**src/rtl/foc_frontend_hls_deadlock_reporter.sv**
```systemverilog
// Qualifies the dataflow monitor's per-cycle block flag with a persistence threshold and
// presents a snapshot of the stalled channels/instances on a valid/ready report port.
module foc_frontend_hls_deadlock_reporter #(
  parameter int unsigned THRESHOLD = 256,
  parameter int unsigned CNT_W     = 16
) (
  input  logic        clock,
  input  logic        reset,
  input  logic        block,
  input  logic [9:0]  axis_block_sigs,
  input  logic [4:0]  inst_idle_sigs,
  input  logic        clear,
  input  logic        rpt_ready,
  output logic        rpt_valid,
  output logic [9:0]  rpt_axis_sigs,
  output logic [4:0]  rpt_idle_sigs,
  output logic [31:0] rpt_timestamp,
  output logic        deadlock_detected,
  output logic [7:0]  glitch_cnt
);

  typedef enum logic [1:0] {
    IDLE    = 2'd0,
    SUSPECT = 2'd1,
    REPORT  = 2'd2,
    LATCHED = 2'd3
  } state_t;

  localparam logic [CNT_W-1:0] THRESH_C = CNT_W'(THRESHOLD);
  localparam logic [CNT_W-1:0] ONE_C    = CNT_W'(1);

  state_t            state_r;
  logic [CNT_W-1:0]  stall_cnt_r;
  logic [9:0]        acc_axis_r;
  logic [31:0]       ts_r;
  logic [CNT_W-1:0]  stall_next_s;
  logic [9:0]        acc_next_s;

  // Next-cycle stall count and channel accumulation while a window is open
  always_comb begin
    stall_next_s = stall_cnt_r + ONE_C;
    acc_next_s   = acc_axis_r | axis_block_sigs;
  end

  // Free-running timestamp; only reset zeroes it, clear leaves it running
  always_ff @(posedge clock) begin
    if (reset) begin
      ts_r <= 32'd0;
    end else begin
      ts_r <= ts_r + 32'd1;
    end
  end

  // Detection FSM with registered report outputs
  always_ff @(posedge clock) begin
    if (reset || clear) begin
      // clear deliberately shares the reset path; it also wins over a same-cycle handshake
      state_r           <= IDLE;
      stall_cnt_r       <= '0;
      acc_axis_r        <= 10'd0;
      rpt_valid         <= 1'b0;
      rpt_axis_sigs     <= 10'd0;
      rpt_idle_sigs     <= 5'd0;
      rpt_timestamp     <= 32'd0;
      deadlock_detected <= 1'b0;
      glitch_cnt        <= 8'd0;
    end else begin
      case (state_r)
        IDLE: begin
          if (block) begin
            state_r     <= SUSPECT;
            stall_cnt_r <= ONE_C;
            acc_axis_r  <= axis_block_sigs;
          end else begin
            stall_cnt_r <= '0;
            acc_axis_r  <= 10'd0;
          end
        end
        SUSPECT: begin
          if (block) begin
            if (stall_next_s == THRESH_C) begin
              state_r           <= REPORT;
              stall_cnt_r       <= '0;
              acc_axis_r        <= 10'd0;
              rpt_axis_sigs     <= acc_next_s;
              rpt_idle_sigs     <= inst_idle_sigs;
              rpt_timestamp     <= ts_r;
              rpt_valid         <= 1'b1;
              deadlock_detected <= 1'b1;
            end else begin
              stall_cnt_r <= stall_next_s;
              acc_axis_r  <= acc_next_s;
            end
          end else begin
            state_r     <= IDLE;
            stall_cnt_r <= '0;
            acc_axis_r  <= 10'd0;
            if (glitch_cnt != 8'hFF) begin
              glitch_cnt <= glitch_cnt + 8'd1;
            end else begin
              glitch_cnt <= glitch_cnt;
            end
          end
        end
        REPORT: begin
          if (rpt_ready) begin
            state_r   <= LATCHED;
            rpt_valid <= 1'b0;
          end else begin
            rpt_valid <= 1'b1;
          end
        end
        LATCHED: begin
          deadlock_detected <= 1'b1;
        end
        default: begin
          state_r     <= IDLE;
          stall_cnt_r <= '0;
          acc_axis_r  <= 10'd0;
          rpt_valid   <= 1'b0;
        end
      endcase
    end
  end

endmodule

```
**config.mk**
```make
export PLATFORM = sky130hd
export DESIGN_NAME = foc_frontend_hls_deadlock_reporter
export DESIGN_NICKNAME = d
export VERILOG_FILES = /design/src/rtl/foc_frontend_hls_deadlock_reporter.sv
export SDC_FILE = /design/constraint.sdc
export NUM_CORES = 1
export LEC_CHECK = 0
export CORE_ASPECT_RATIO = 1.1
export CORE_MARGIN = 2
export CORE_UTILIZATION = 54
export DETAILED_ROUTE_END_ITERATION = 8
export PLACE_DENSITY = 0.92
export RECOVER_POWER = 100
export SYNTH_ARGS = -nofsm -noshare
export SYNTH_HDL_FRONTEND = slang
export SYNTH_SLANG_ARGS = --single-unit
```
**constraint.sdc**
```tcl
create_clock -name clock -period 3.1 [get_ports clock]
set_clock_uncertainty 0.1 [all_clocks]
set_input_delay 0.465 -clock clock [delete_from_list [all_inputs] [get_ports clock]]
set_output_delay 0.465 -clock clock [all_outputs]
set_load 0.005 [all_outputs]
```
# ---- Word level (Yosys, flattened, before mapping)
# Cells that the tools add are included.
# Widths: inputs -> output; s select.
dict set report classes {
  n_bitwise 2
  addsub 3
  reduce_logical 11
  n_mux 18
  eq_ne 10
}
# operator count
set op_table {}
lappend op_table {{$add 32x1->32 const B} 1}
lappend op_table {{$mux 16} 2}
lappend op_table {{$pmux 16 s2} 1}
lappend op_table {{$mux 10} 3}
lappend op_table {{$pmux 10 s2} 1}
lappend op_table {{$add 16x1->16 const B} 1}
lappend op_table {{$eq 16x9->1 const B} 1}
lappend op_table {{$reduce_and 3->1} 4}
lappend op_table {{$or 10x10->10} 1}
lappend op_table {{$add 8x1->8 const B} 1}
lappend op_table {{$mux 2} 4}
lappend op_table {{$ne 2x2->1 const B} 4}
lappend op_table {{$ne 8x8->1 const B} 1}
lappend op_table {{$pmux 2 s3} 1}
lappend op_table {{$reduce_bool 2->1} 3}
lappend op_table {{$eq 2x2->1 const B} 2}
lappend op_table {{$mux 1} 4}
lappend op_table {{$pmux 1 s2} 2}
lappend op_table {{$reduce_and 4->1} 1}
lappend op_table {{$ne 3x3->1 const B} 1}
lappend op_table {{$reduce_bool 3->1} 1}
lappend op_table {{$eq 2x1->1 const B} 1}
lappend op_table {{$logic_not 2->1} 1}
lappend op_table {{$logic_or 1x1->1} 1}
lappend op_table {{$not 1->1} 1}
dict set report word_totals {
  regBits 117
  wordCells 54
  inputBits 20
  out_inout_bits 57
}

# ---- Logic depth before layout (Yosys ltp)
# Gate-level depths: netlist (run 1).
dict set report logic_depth {
  depth_word 5
  ltp_mapped 10
}

# ---- Worst setup path after synthesis (run 1)
# No wires, ideal clock.
dict set report synth_timing {
  path_type {register to register}
  from {register stall_cnt_r[5]}
  to {register rpt_timestamp[24]}
  setup_time_ns 0.128
  synth_period_minus_slack_ns 2.386
  path_slack_ns 0.714
  arrival_ns 2.158
  stages_incl_launch_ff 11
  required_ns 2.872
  path_cell_list {dfxtp_1 -> buf_4 -> nand4_2 -> or4_4 -> mux2i_1 -> nand4_1 -> nor3_1 -> buf_6 -> buf_12 -> mux2i_1 -> nor2_1}
}
dict set report synth_via {
  elab_chain_len 3
}
# item line
set synth_lines {}
lappend synth_lines {{start, declared} 33} ;# logic [CNT_W-1:0] stall_cnt_r;
lappend synth_lines {{start signal, assigned} 91} ;# stall_cnt_r <= stall_next_s;
lappend synth_lines {{$add 16x1->16} 41} ;# stall_next_s = stall_cnt_r + ONE_C;
lappend synth_lines {{$eq 16x9->1} 81} ;# if (stall_next_s == THRESH_C) begin
lappend synth_lines {{$reduce_and 3->1 (no line)} --}
lappend synth_lines {{end signal, assigned} 87} ;# rpt_timestamp <= ts_r;
lappend synth_lines {{end, declared} 17} ;# output logic [31:0] rpt_timestamp,
# No other way between the ends.
# A chain may end at the register's enable or synchronous reset.

# ---- Final worst setup path (run 1)
dict set report layout_timing {
  from {register stall_cnt_r[0]}
  to {register acc_axis_r[7]}
}
dict set report layout_via {
  elab_chain_len 5
}
# item line
set layout_lines {}
lappend layout_lines {{$add 16x1->16} 41}
lappend layout_lines {{$eq 16x9->1} 81}
lappend layout_lines {{$mux 10} 81}
lappend layout_lines {{$mux 10} 80} ;# if (block) begin
lappend layout_lines {{$pmux 10 s2} 68} ;# case (state_r)
lappend layout_lines {{end signal, assigned} 73} ;# acc_axis_r <= axis_block_sigs;
lappend layout_lines {{end signal, assigned} 92} ;# acc_axis_r <= acc_next_s;
lappend layout_lines {{end, declared} 34} ;# logic [9:0] acc_axis_r;
# No other way between the ends.

==> metrics, run 1 <==
status=complete, no violations; period utilization=0.930; max layer used=met4; Seq/Total Area, Yosys=0.462; PortBufs=76; Vias=4380; DIE HEIGHT=106 µm; cell count after synthesis=555; Yosys cell types=54; Leak=2.42 nW; Final Critical Period=2.88 ns; cts hold-fix bufs=0; # H-tree levels=4; critical path class=flop to flop; Vias/cell=5.78; RSZ-0062 raised after global routing=false; Initial DRC Count=301; Tot GR Track Use=0.270; WL met3=701 µm; drt wl/cell=17.4 µm; nets=657; largest net degree at the start of global routing=43; Avg Inst Size Synth=9.14 µm²; Synth async-reset ratio=0; CP startpoint kind=flop; Clock Tree Buf Depth=2; Placer Congestion=0.947; crit-path max FO=10; Antenna diodes=0; Synth Cell Area=5070 µm²; I/O pins=77; full die area=10200 µm²; row count=37; Max Cap Viol=0; area delta synth->final=26.1%; YS warnings=0; Seq cells post-synth=117; HP Class=flop to flop; cell area after layout=6400 µm²; final WL=13200 µm; final setup fails=0; clk_lat worst skew=0.52 ns; Hold Vio Cnt, Final=0; Post-DP HPWL=8310 µm; Slew @ Worst Pin=1.42 ns; Sequential Area=2340 µm²; clk sinks=117; top_reg_cell synth=dfxtp_1; drt pass-1 iters=5; # DRC=0; relative slew slack=0.0535; placed cell area=5860 µm²; initial antenna violation count=0; routed wl met2=6710 µm; TritonCTS clock tree=done; vias in the first global route=4502; max-slew violations=0; Critical path origin=stall_cnt_r[0]$_SDFFE_PP0P_; grt total ovfl=0; first-pass GRT wire length=21400 µm; Fill cells=692; WP data required=3.45 ns; HP Start=rpt_idle_sigs[1]$_SDFFE_PP0P_; crit end category=flop; post-route ant nets=0; die width=96.4 µm; Peak VDD IR=424 µV; worst hold-check slack=0.360 ns; P per Cell Area=560 nW/µm²; Setup TNS=0 ns; CP arrival=3.24 ns; Initial Util=0.548; FMAX=0.347 GHz; r2r startpoint=stall_cnt_r[0]$_SDFFE_PP0P_; layout cells sized above 1=0.0842; Post-synth EDFFs=0; syn nets=584; Clock Tree Root=clkbuf_8; Core ar.=9260 µm²; total CTS buffers=17; number of buffers added for setup after CTS=0; met1 WL=5310 µm; clk slew on worst S/H paths=0.06 ns; Multi-input gate area=2460 µm²
## metrics by stage
stage               instances  setup WS (ns)  power (mW)  utilization
finish                    758          0.217        3.58        0.691
global placement          726          0.239        1.66        0.633
floorplan                 555          0.714        1.61            -
detailed placement        726          0.187        1.66        0.633
global route              758         0.0621        3.68        0.691
CTS                       758          0.142        3.59        0.697
## critical path: stages, from the launching register on
cell,delay [ns]
dfxtp_1,0.46
ha_1,0.26
nand3_1,0.24
o211a_1,0.29
o2111ai_1,0.18
a21boi_1,0.34
o21a_1,0.33
a21o_1,0.39
a22o_1,0.22
## report_power, final
group          total [mW]  leakage (nW)  switching [mW]  internal (mW)
registers            1.52         0.944         0.00981           1.51
logic               0.106          1.20          0.0635         0.0426
clock network        1.95         0.278           0.708           1.24
total                3.58          2.42           0.782           2.80
## cell usage after synthesis, types with 10 or more instances
cell type,n,area (µm²)
nand2_1,44,165
a22o_1,12,105
o21ai_0,21,105
dfxtp_1,117,2340
xor2_1,26,228
a211oi_2,10,125
nor2_1,95,357
nand3_1,32,160
a21oi_1,22,110
mux2i_1,33,330
clkbuf_1,18,67.6
or3_1,11,68.8
## path summary, 6_finish.rpt
| check | endpoint | slack (ns) | cells past startpoint |
|---|---|---|---|
| worst max register to register | acc_axis_r[7]$_SDFFE_PP0P_ | 0.22 | 8 |
| worst max-delay path | acc_axis_r[7]$_SDFFE_PP0P_ | 0.22 | 8 |
| worst min-delay path | rpt_idle_sigs[1]$_SDFFE_PP0P_ | 0.36 | 2 |
| worst min register to register | rpt_idle_sigs[1]$_SDFFE_PP0P_ | 0.36 | 2 |
## state kept, by name, indices dropped and copies added (netlist names)
signal / count
acc_axis_r: 10
deadlock_detected: 1
glitch_cnt: 8
rpt_axis_sigs: 10
rpt_idle_sigs: 5
rpt_timestamp: 32
rpt_valid: 1
stall_cnt_r: 16
state_r: 2
ts_r: 32
## area by class of cell
type,instances,share of cell area
Clock inverter,12,0.0239
Timing Repair Buffer,87,0.132
Tap cell,117,0.0229
Multi-Input combinational cell,399,0.384
Clock buffer,20,0.0680
Inverter,6,0.00352
Sequential cell,117,0.366
## cell families (layout without fill, tap and decap cells)
logic type,Yosys count,count (layout),share of synthesized area
AO/OA/AOI/OAI,90,90,0.127
XOR/XNOR,35,35,0.0604
adder cells (fa/ha/maj),9,9,0.0222
buffers and inverters,39,125,0.0478
flip-flops,117,117,0.462
multiplexers,33,33,0.0651
AND/OR/NAND/NOR,232,232,0.216
## routing by layer
layer | global-route usage | vias to the layer above
met5 | 0 | -
met4 | 0.115 | 0
met3 | 0.0715 | 41
met2 | 0.462 | 158
met1 | 0.312 | 2086
li1 | - | 2095
## timing repair
item | CTS | global route
endpoints found under the setup margin | 0 | 10
endpoints found under the hold margin | 0 | 0
resized for setup | 0 | 1
## layout by cell type, fill, tap and decap left out, drive strengths merged, types with 21 or more instances in the layout
cell type	Yosys	layout
dfxtp	117	117
nor2	99	99
dlygate4sd3	0	58
nand2	44	44
mux2i	33	33
nand3	32	32
xor2	26	26
clkbuf	19	24
a21oi	23	23
o21ai	21	21
Note: power is estimated with default switching activity, not from simulation.
==> run 2: changes to the inputs <==
--- a/config.mk
+++ b/config.mk
@@ -6,7 +6,7 @@
 export NUM_CORES = 1
 export LEC_CHECK = 0
 export CORE_ASPECT_RATIO = 1.1
-export CORE_MARGIN = 2
+export CORE_MARGIN = 3
 export CORE_UTILIZATION = 54
 export DETAILED_ROUTE_END_ITERATION = 8
 export PLACE_DENSITY = 0.92
==> metrics, run 2 (same netlist as run 1, synthesis figures left out) <==
Tot Pwr=3.61 mW (+0.78%); Vias=4331 (-1.1%); setup ws final=0.225 ns (+0.00854 ns); WP data required=3.39 ns (-0.06 ns); Hold Vio Cnt, Final=0 (unchanged); drt pass-1 iters=5 (unchanged); drt wl/cell=15.7 µm (-9.3%); Tot GR Track Use=0.233 (-0.0367); Core ar.=9010 µm² (-2.7%); grt total ovfl=0 (unchanged); Initial Util=0.563 (+0.0152); RSZ-0062 raised after global routing=false; largest net degree at the start of global routing=43 (unchanged); total CTS buffers=17 (unchanged); clk_lat worst skew=0.52 ns (about the same); Clock Tree Buf Depth=2 (unchanged); nets=657 (unchanged); Leak=2.43 nW (+0.31%); pre-CTS WS=0.139 ns (-0.0476 ns); row count=36 (-2.7%); P per Cell Area=562 nW/µm² (+0.41%); TritonCTS clock tree=done; relative slew slack=0.0761 (+0.0225); Initial DRC Count=236 (-22%); I/O pins=77 (unchanged); crit end category=flop; full die area=10600 µm² (+4.0%); FMAX=0.348 GHz (+0.30%); period utilization=0.927 (-0.00276); crit-path max FO=42 (+32); post-route ant nets=0 (unchanged); Vias/cell=5.74 (-0.73%); Final Critical Period=2.87 ns (-0.00854 ns); DIE HEIGHT=108 µm (+1.9%); leading cell type in the layout, fill and taps excluded=dfxtp_1; first-pass GRT wire length=19900 µm (-7.1%); initial antenna violation count=0 (unchanged); # DRC=0 (unchanged); die width=98.4 µm (+2.1%); cts hold-fix bufs=0 (unchanged); HP Class=flop to flop; layout cells sized above 1=0.0889 (+0.00468); biggest regs=rpt_timestamp x32, ts_r x32, stall_cnt_r x16; PortBufs=76 (unchanged); clk slew on worst S/H paths=0.06 ns (about the same); vias in the first global route=4170 (-7.4%); critical path class=flop to flop; Max Cap Viol=0 (unchanged); CP startpoint kind=flop; Fill cells=675 (-2.5%); Peak VDD IR=436 µV (+2.7%); Antenna diodes=0 (unchanged); status=complete, no violations; area delta synth->final=26.6%; final WL=11900 µm (-9.7%); CP arrival=3.17 ns (-0.07 ns); Setup TNS=0 ns (unchanged); # H-tree levels=4 (unchanged); Clock Tree Root=clkbuf_8; max-slew violations=0 (unchanged); clk sinks=117 (unchanged); most frequent cells in the layout=117 x dfxtp_1, 96 x nor2_1, 58 x dlygate4sd3_1; Placer Congestion=0.931 (-1.6%); Slew @ Worst Pin=1.39 ns (-0.0338 ns); Post-DP HPWL=7910 µm (-4.9%); final setup fails=0 (unchanged)
[run 2: cell count changes in the layout (fill, tap and decap cells not counted), moves of 2 or more]
cell        change
a211oi_1        -3
a211oi_2        +3
clkbuf_8        +2
clkinv_2        -2
clkinv_4        +2
clkinvlp_4      -2
[run 2: per-layer routing]
| layer | part of all wire | vias to the layer above | GRT usage |
|---|---|---|---|
| li1 | - | 2098 | - |
| met1 | 0.42 | 2050 | 0.272 |
| met2 | 0.50 | 152 | 0.398 |
| met3 | 0.058 | 31 | 0.0680 |
| met4 | 0.023 | 0 | 0.100 |
| met5 | 0 | - | 0 |
[run 2: repair_timing]
item                                    in CTS  in global routing
gates resized for setup                      0                  2
setup buffers                                0                  0
endpoints found under the setup margin       0                 10
[run 2: final cells by class]
cell class | instances | area [µm²] | share of cell area
Sequential cell | 117 | 2340 | 0.365
Clock buffer | 22 | 463 | 0.0721
Timing Repair Buffer | 87 | 845 | 0.131
Clock inverter | 10 | 145 | 0.0226
Tap cell | 114 | 143 | 0.0222
Multi-Input combinational cell | 399 | 2460 | 0.384
Inverter | 6 | 22.5 | 0.00351
[run 2: worst max-delay path, stage by stage (launching register included)]
cell     delay [ns]
dfxtp_1        0.48
nand4_1        0.32
or4_4          0.51
mux2i_1        0.16
nand4_1        0.19
nor3_2         0.33
buf_12         0.31
mux2i_1        0.26
nor2_1         0.06
[run 2: power by group]
part / total (mW) / switching (mW) / internal, mW
registers: 1.52 / 0.00888 / 1.51
logic: 0.102 / 0.0591 / 0.0424
clock network: 1.99 / 0.692 / 1.29
[run 2: final timing paths]
path	startpoint	to	slack [ns]	cells after the start
worst min register to register	rpt_idle_sigs[3]$_SDFFE_PP0P_	rpt_idle_sigs[3]$_SDFFE_PP0P_	0.35	2
worst max-delay path	stall_cnt_r[7]$_SDFFE_PP0P_	rpt_timestamp[27]$_SDFFE_PP0P_	0.23	8
worst max register to register	stall_cnt_r[7]$_SDFFE_PP0P_	rpt_timestamp[27]$_SDFFE_PP0P_	0.23	8
worst min-delay path	rpt_idle_sigs[3]$_SDFFE_PP0P_	rpt_idle_sigs[3]$_SDFFE_PP0P_	0.35	2
[run 2: stage by stage]
step / utilization / area, µm² / instances / hold WS (ns)
3_3_place_gp: 0.650 / 5860 / 723 / 0.343
3_5_place_dp: 0.650 / 5860 / 723 / 0.351
4_1_cts: 0.718 / 6470 / 755 / 0.358
5_1_grt: 0.713 / 6420 / 755 / 0.383
2_1_floorplan: - / 5070 / 555 / 0.329
6_report: 0.713 / 6420 / 755 / 0.349
==> run 3: changes to the inputs <==
==> constraint.sdc (replaced) <==
create_clock -name clock -period 2.9 [get_ports clock]
set_clock_uncertainty 0.1 [all_clocks]
set_input_delay 0.435 -clock clock [delete_from_list [all_inputs] [get_ports clock]]
set_output_delay 0.435 -clock clock [all_outputs]
set_load 0.005 [all_outputs]
==> metrics, run 3 (same netlist as run 1, synthesis figures left out) <==
Max Cap Viol=0 (unchanged); CP startpoint kind=flop; vias in the first global route=4468 (+7.1%); WP data required=3.18 ns (-0.21 ns); # DRC=0 (unchanged); Tot GR Track Use=0.245 (+0.0116); Initial DRC Count=358 (+52%); layout cells sized above 1=0.0997 (+0.0108); P per Cell Area=630 nW/µm² (+12%); post-route ant nets=0 (unchanged); die width=98.4 µm (unchanged); cts hold-fix bufs=0 (unchanged); Clock Tree Buf Depth=2 (unchanged); first-pass GRT wire length=21100 µm (+6.0%); register-to-register setup slack=0.07 ns (-0.16 ns); # H-tree levels=4 (unchanged); clk_lat worst skew=0.52 ns (about the same); drt pass-1 iters=6 (+1); final setup fails=0 (unchanged); most frequent cells in the layout=115 x dfxtp_1, 95 x nor2_1, 58 x dlygate4sd3_1; Post-DP HPWL=7770 µm (-1.7%); PortBufs=76 (unchanged); cell area after layout=6570 µm² (+2.2%); Fill cells=635 (-5.9%); drt wl/cell=16.9 µm (+7.3%); I/O pins=77 (unchanged); nets=659 (+0.30%); crit end category=flop; initial antenna violation count=0 (unchanged); clk sinks=117 (unchanged); biggest regs=rpt_timestamp x32, ts_r x32, stall_cnt_r x16; Clock Tree Root=clkbuf_8; FMAX=0.353 GHz (+1.5%); TritonCTS clock tree=done; Multi-input gate area=2510 µm² (+1.8%); leading cell type in the layout, fill and taps excluded=dfxtp_1; period utilization=0.977 (+0.0492); grt total ovfl=0 (unchanged); crit-path max FO=32 (-24%); final WL=12800 µm (+7.5%); Initial Util=0.563 (unchanged); CP arrival=3.12 ns (-0.05 ns); Peak VDD IR=510 µV (+17%); Slew @ Worst Pin=1.43 ns (+0.0429 ns); Leak=2.51 nW (+3.3%); HP Class=flop to flop; Final Critical Period=2.83 ns (-0.0428 ns); clk slew on worst S/H paths=0.06 ns (about the same); Core ar.=9010 µm² (unchanged); Hold Vio Cnt, Final=0 (unchanged); Vias=4464 (+3.1%); total CTS buffers=17 (unchanged); largest net degree at the start of global routing=41 (-4.7%); worst hold-check slack=0.358 ns (+0.00849 ns); Vias/cell=5.90 (+2.9%); DIE HEIGHT=108 µm (unchanged); max-slew violations=0 (unchanged); pre-CTS WS=0.0556 ns (-0.0836 ns); placed cell area=5860 µm² (unchanged); area delta synth->final=29.4%; full die area=10600 µm² (unchanged); relative slew slack=0.0474 (-0.0286); Placer Congestion=0.917 (-1.6%); setup ws final=0.0680 ns (-0.157 ns); status=complete, no violations; row count=36 (unchanged); Sequential Area=2340 µm² (+0.11%); Antenna diodes=0 (unchanged); critical path class=flop to flop
-- run 3: worst max-delay path: stages, from the launching register on --
cell and delay, ns:
dfxtp_1 0.50, nand2_1 0.18, or4_4 0.56, mux2i_1 0.19, nand4_1 0.11, buf_4 0.18
nor3_4 0.26, buf_12 0.27, mux2i_1 0.26, nor2_1 0.06
-- run 3: power breakdown --
group | internal, mW | switching, mW | leakage [nW] | total (mW)
clock network | 1.65 | 0.742 | 0.322 | 2.39
registers | 1.62 | 0.00929 | 0.945 | 1.63
logic | 0.0451 | 0.0679 | 1.24 | 0.113
-- run 3: worst paths after layout --
kind | from | to | cells past startpoint
setup / recovery | stall_cnt_r[3]$_SDFFE_PP0P_ | rpt_timestamp[1]$_SDFFE_PP0P_ | 9
hold reg to reg | rpt_idle_sigs[0]$_SDFFE_PP0P_ | rpt_idle_sigs[0]$_SDFFE_PP0P_ | 2
hold / removal | rpt_idle_sigs[0]$_SDFFE_PP0P_ | rpt_idle_sigs[0]$_SDFFE_PP0P_ | 2
setup reg to reg | stall_cnt_r[3]$_SDFFE_PP0P_ | rpt_timestamp[1]$_SDFFE_PP0P_ | 9
-- run 3: area by class of cell --
type	count	area share
clock buffers	18	0.0636
multi-input cells	399	0.382
flip-flops and latches	117	0.357
repair buffers	89	0.134
well taps	114	0.0217
inverters	6	0.00343
clock inverters	13	0.0385
-- run 3: per-layer routing --
| metal | up-vias | global-route usage | part of all wire |
|---|---|---|---|
| li1 | 2093 | - | - |
| met3 | 51 | 0.0752 | 0.072 |
| met4 | 0 | 0.104 | 0.027 |
| met2 | 218 | 0.422 | 0.51 |
| met5 | - | 0 | 0 |
| met1 | 2102 | 0.281 | 0.39 |
-- run 3: through the flow --
| step | utilization | power (mW) | instances | TNS (ns) |
|---|---|---|---|---|
| floorplan | - | 1.72 | 555 | 0 |
| global placement | 0.650 | 1.77 | 723 | 0 |
| detailed placement | 0.650 | 1.77 | 723 | 0 |
| CTS | 0.728 | 4.14 | 755 | -0.207 |
| global route | 0.729 | 4.24 | 756 | -0.191 |
| finish | 0.729 | 4.13 | 756 | 0 |
-- run 3: repair_timing --
action,4_1_cts,5_1_grt
pin swaps,0,1
gates cloned,1,0
resized for setup,0,7
setup buffers,0,1
endpoints found under the setup margin,21,59
hold endpoints to repair,0,0
==> edit (settings of run 2) <==
The parameter `CNT_W` goes from 16 to 32.
--- a/src/rtl/foc_frontend_hls_deadlock_reporter.sv
+++ b/src/rtl/foc_frontend_hls_deadlock_reporter.sv
@@ -2,7 +2,7 @@
 // presents a snapshot of the stalled channels/instances on a valid/ready report port.
 module foc_frontend_hls_deadlock_reporter #(
   parameter int unsigned THRESHOLD = 256,
-  parameter int unsigned CNT_W     = 16
+  parameter int unsigned CNT_W     = 32
 ) (
   input  logic        clock,
   input  logic        reset,
Formal check against the unedited RTL: same outputs for any inputs over 10 cycles, from zero or initial values and one cycle with reset high; that may be too few to reach the edited logic, so the function may still have changed.
==> edit against run 2 <==
Synthesized area rose by 23%; routed wire length rose by 53%; total power rose by 12%; setup slack got worse by 0.18 ns; cell area rose by 25%; sequential cell count rose by 16.
==> edit: results (changes against run 2) <==
leading cell types by total area after synthesis sky130_fd_sc_hd__dfxtp_1, sky130_fd_sc_hd__nand3_1, sky130_fd_sc_hd__a21oi_1; Post-Place Cell Area 7310 um^2 (+25%); number of standard cells after synthesis 761 (+37%); # placed instances 968 (+34%); R2R Setup Slk 0.05 ns (-0.18 ns); worst r2r path cells 12 (+4); fraction of final layout cells sized beyond drive strength 1 10.3% (+1.4 points); final cell count without fillers 1,002 (+33%); synth unique cells 50 (-7.4%); Largest stage delay, worst path 0.45 ns (-0.06 ns); CTS root buf sky130_fd_sc_hd__clkbuf_16; detail-routed via count per cell 6.37 (+11%); DRT Wirelength 18,200 um (+53%); result of the run complete, no violations; vias in the first global route 6,112 (+47%); final weighted congestion in routability-driven placement 0.964 (+3.5%); combinational cell fraction of total power 3.1% (+0.3 points); overall routing resource usage 27.8% (+4.5 points); sequential fraction of the synthesis area 42.6% (-3.5 points); HPWL Detailed 10,500 um (+32%); worst path arrival time 3.24 ns (+0.07 ns); Pleak 2.97 nW (+23%); largest driver fanout on the critical path 20 (-52%); critical path launch point stall_cnt_r[1]; Max rail drop VDD 420 uV (-3.7%); number of DRC markers in iteration 0 727 (+210%); internal portion of total power 3.14 mW (+10%); number of nets produced by synthesis 790 (+35%); registers with the most flip-flops rpt_timestamp x32, stall_cnt_r x32, ts_r x32; pin count of the biggest net entering global routing 55 (+28%); top cell types by occurrence after synthesis sky130_fd_sc_hd__dfxtp_1, sky130_fd_sc_hd__nand3_1, sky130_fd_sc_hd__a21oi_1, sky130_fd_sc_hd__nor2_1, sky130_fd_sc_hd__nand2_1; number of antenna cells inserted 0 (unchanged); final layout net count 871 (+33%); clock insertion delay at the later pin of the skew report 0.42 ns (-0.10 ns); number of detailed-route iterations in the first pass 9 (+4)
## edit: cell count changes after synthesis, moves of 10 or more
cell,change
sky130_fd_sc_hd__nand2_1,+21
sky130_fd_sc_hd__buf_2,+12
sky130_fd_sc_hd__a211oi_2,-10
sky130_fd_sc_hd__nor2_1,-25
sky130_fd_sc_hd__mux2i_1,-31
sky130_fd_sc_hd__nand4_1,+11
sky130_fd_sc_hd__a211oi_1,+13
sky130_fd_sc_hd__and3_1,+13
sky130_fd_sc_hd__nand3_1,+50
sky130_fd_sc_hd__o21ai_0,+31
sky130_fd_sc_hd__dfxtp_1,+16
sky130_fd_sc_hd__a21oi_1,+49
sky130_fd_sc_hd__clkbuf_1,+16
## edit: area by class of cell
type / instances / area (um^2)
timing repair buffer: 118 / 1130
tap: 147 / 184
fill: 708 / 3100
multi-input combinational: 564 / 3370
inverter: 8 / 30.0
clock buffer: 18 / 439
sequential: 133 / 2660
clock inverter: 14 / 198
## edit: logic make-up after synthesis
| group | count (synthesis) | synth area share [%] |
|---|---|---|
| XOR/XNOR | 49 | 6.87 |
| AND/OR/NAND/NOR | 321 | 26.2 |
| AO/OA/AOI/OAI | 183 | 17.9 |
| flip-flops | 133 | 42.6 |
| multiplexers | 2 | 0.320 |
| adder cells (fa/ha/maj) | 9 | 1.80 |
| buffers and inverters | 64 | 4.37 |
## edit: how the worst min path moves through the flow
stage / slack, ns / depth (start not counted) / end / startpoint
after floorplan: 0.34 / 1 / ts_r[0] / ts_r[0]
final: 0.37 / 2 / rpt_timestamp[9] / rpt_timestamp[9]
after global routing: 0.40 / 2 / rpt_timestamp[19] / rpt_timestamp[19]
after CTS: 0.38 / 2 / rpt_timestamp[11] / rpt_timestamp[11]
after global placement: 0.36 / 1 / ts_r[0] / ts_r[0]
after detailed placement: 0.37 / 2 / rpt_timestamp[0] / rpt_timestamp[0]
## edit: worst max-delay path: cells and delay by family (launching register included)
kind	cells	cell delay, ns
fa+ha+maj	1	0.25
buf+inv	3	0.48
compound gates	4	0.90
simple gates	4	0.82
flops	1	0.35
## edit: metal layers
layer / up-vias / global-route usage [%] / part of all wire [%]
li1: 2921 / - / -
met1: 2986 / 34.0 / 39
met2: 391 / 45.7 / 48
met3: 89 / 7.05 / 9.0
met4: 0 / 12.6 / 3.9
met5: - / 0 / 0
## edit: metrics by stage
step	total power, mW	setup slack (ns)
final	4.04	0.0468
after global routing	4.13	-0.0475
after CTS	4.04	0.0128
after detailed placement	1.89	0.0916
after global placement	1.88	0.170
after floorplan	1.83	0.245
## edit: what timing repair did
action | in CTS | in global routing
pin swaps | 0 | 1
gates cloned | 0 | 1
hold buffers | 0 | 0
endpoints found under the setup margin | 5 | 76
resized for setup | 1 | 13
setup buffers | 0 | 1
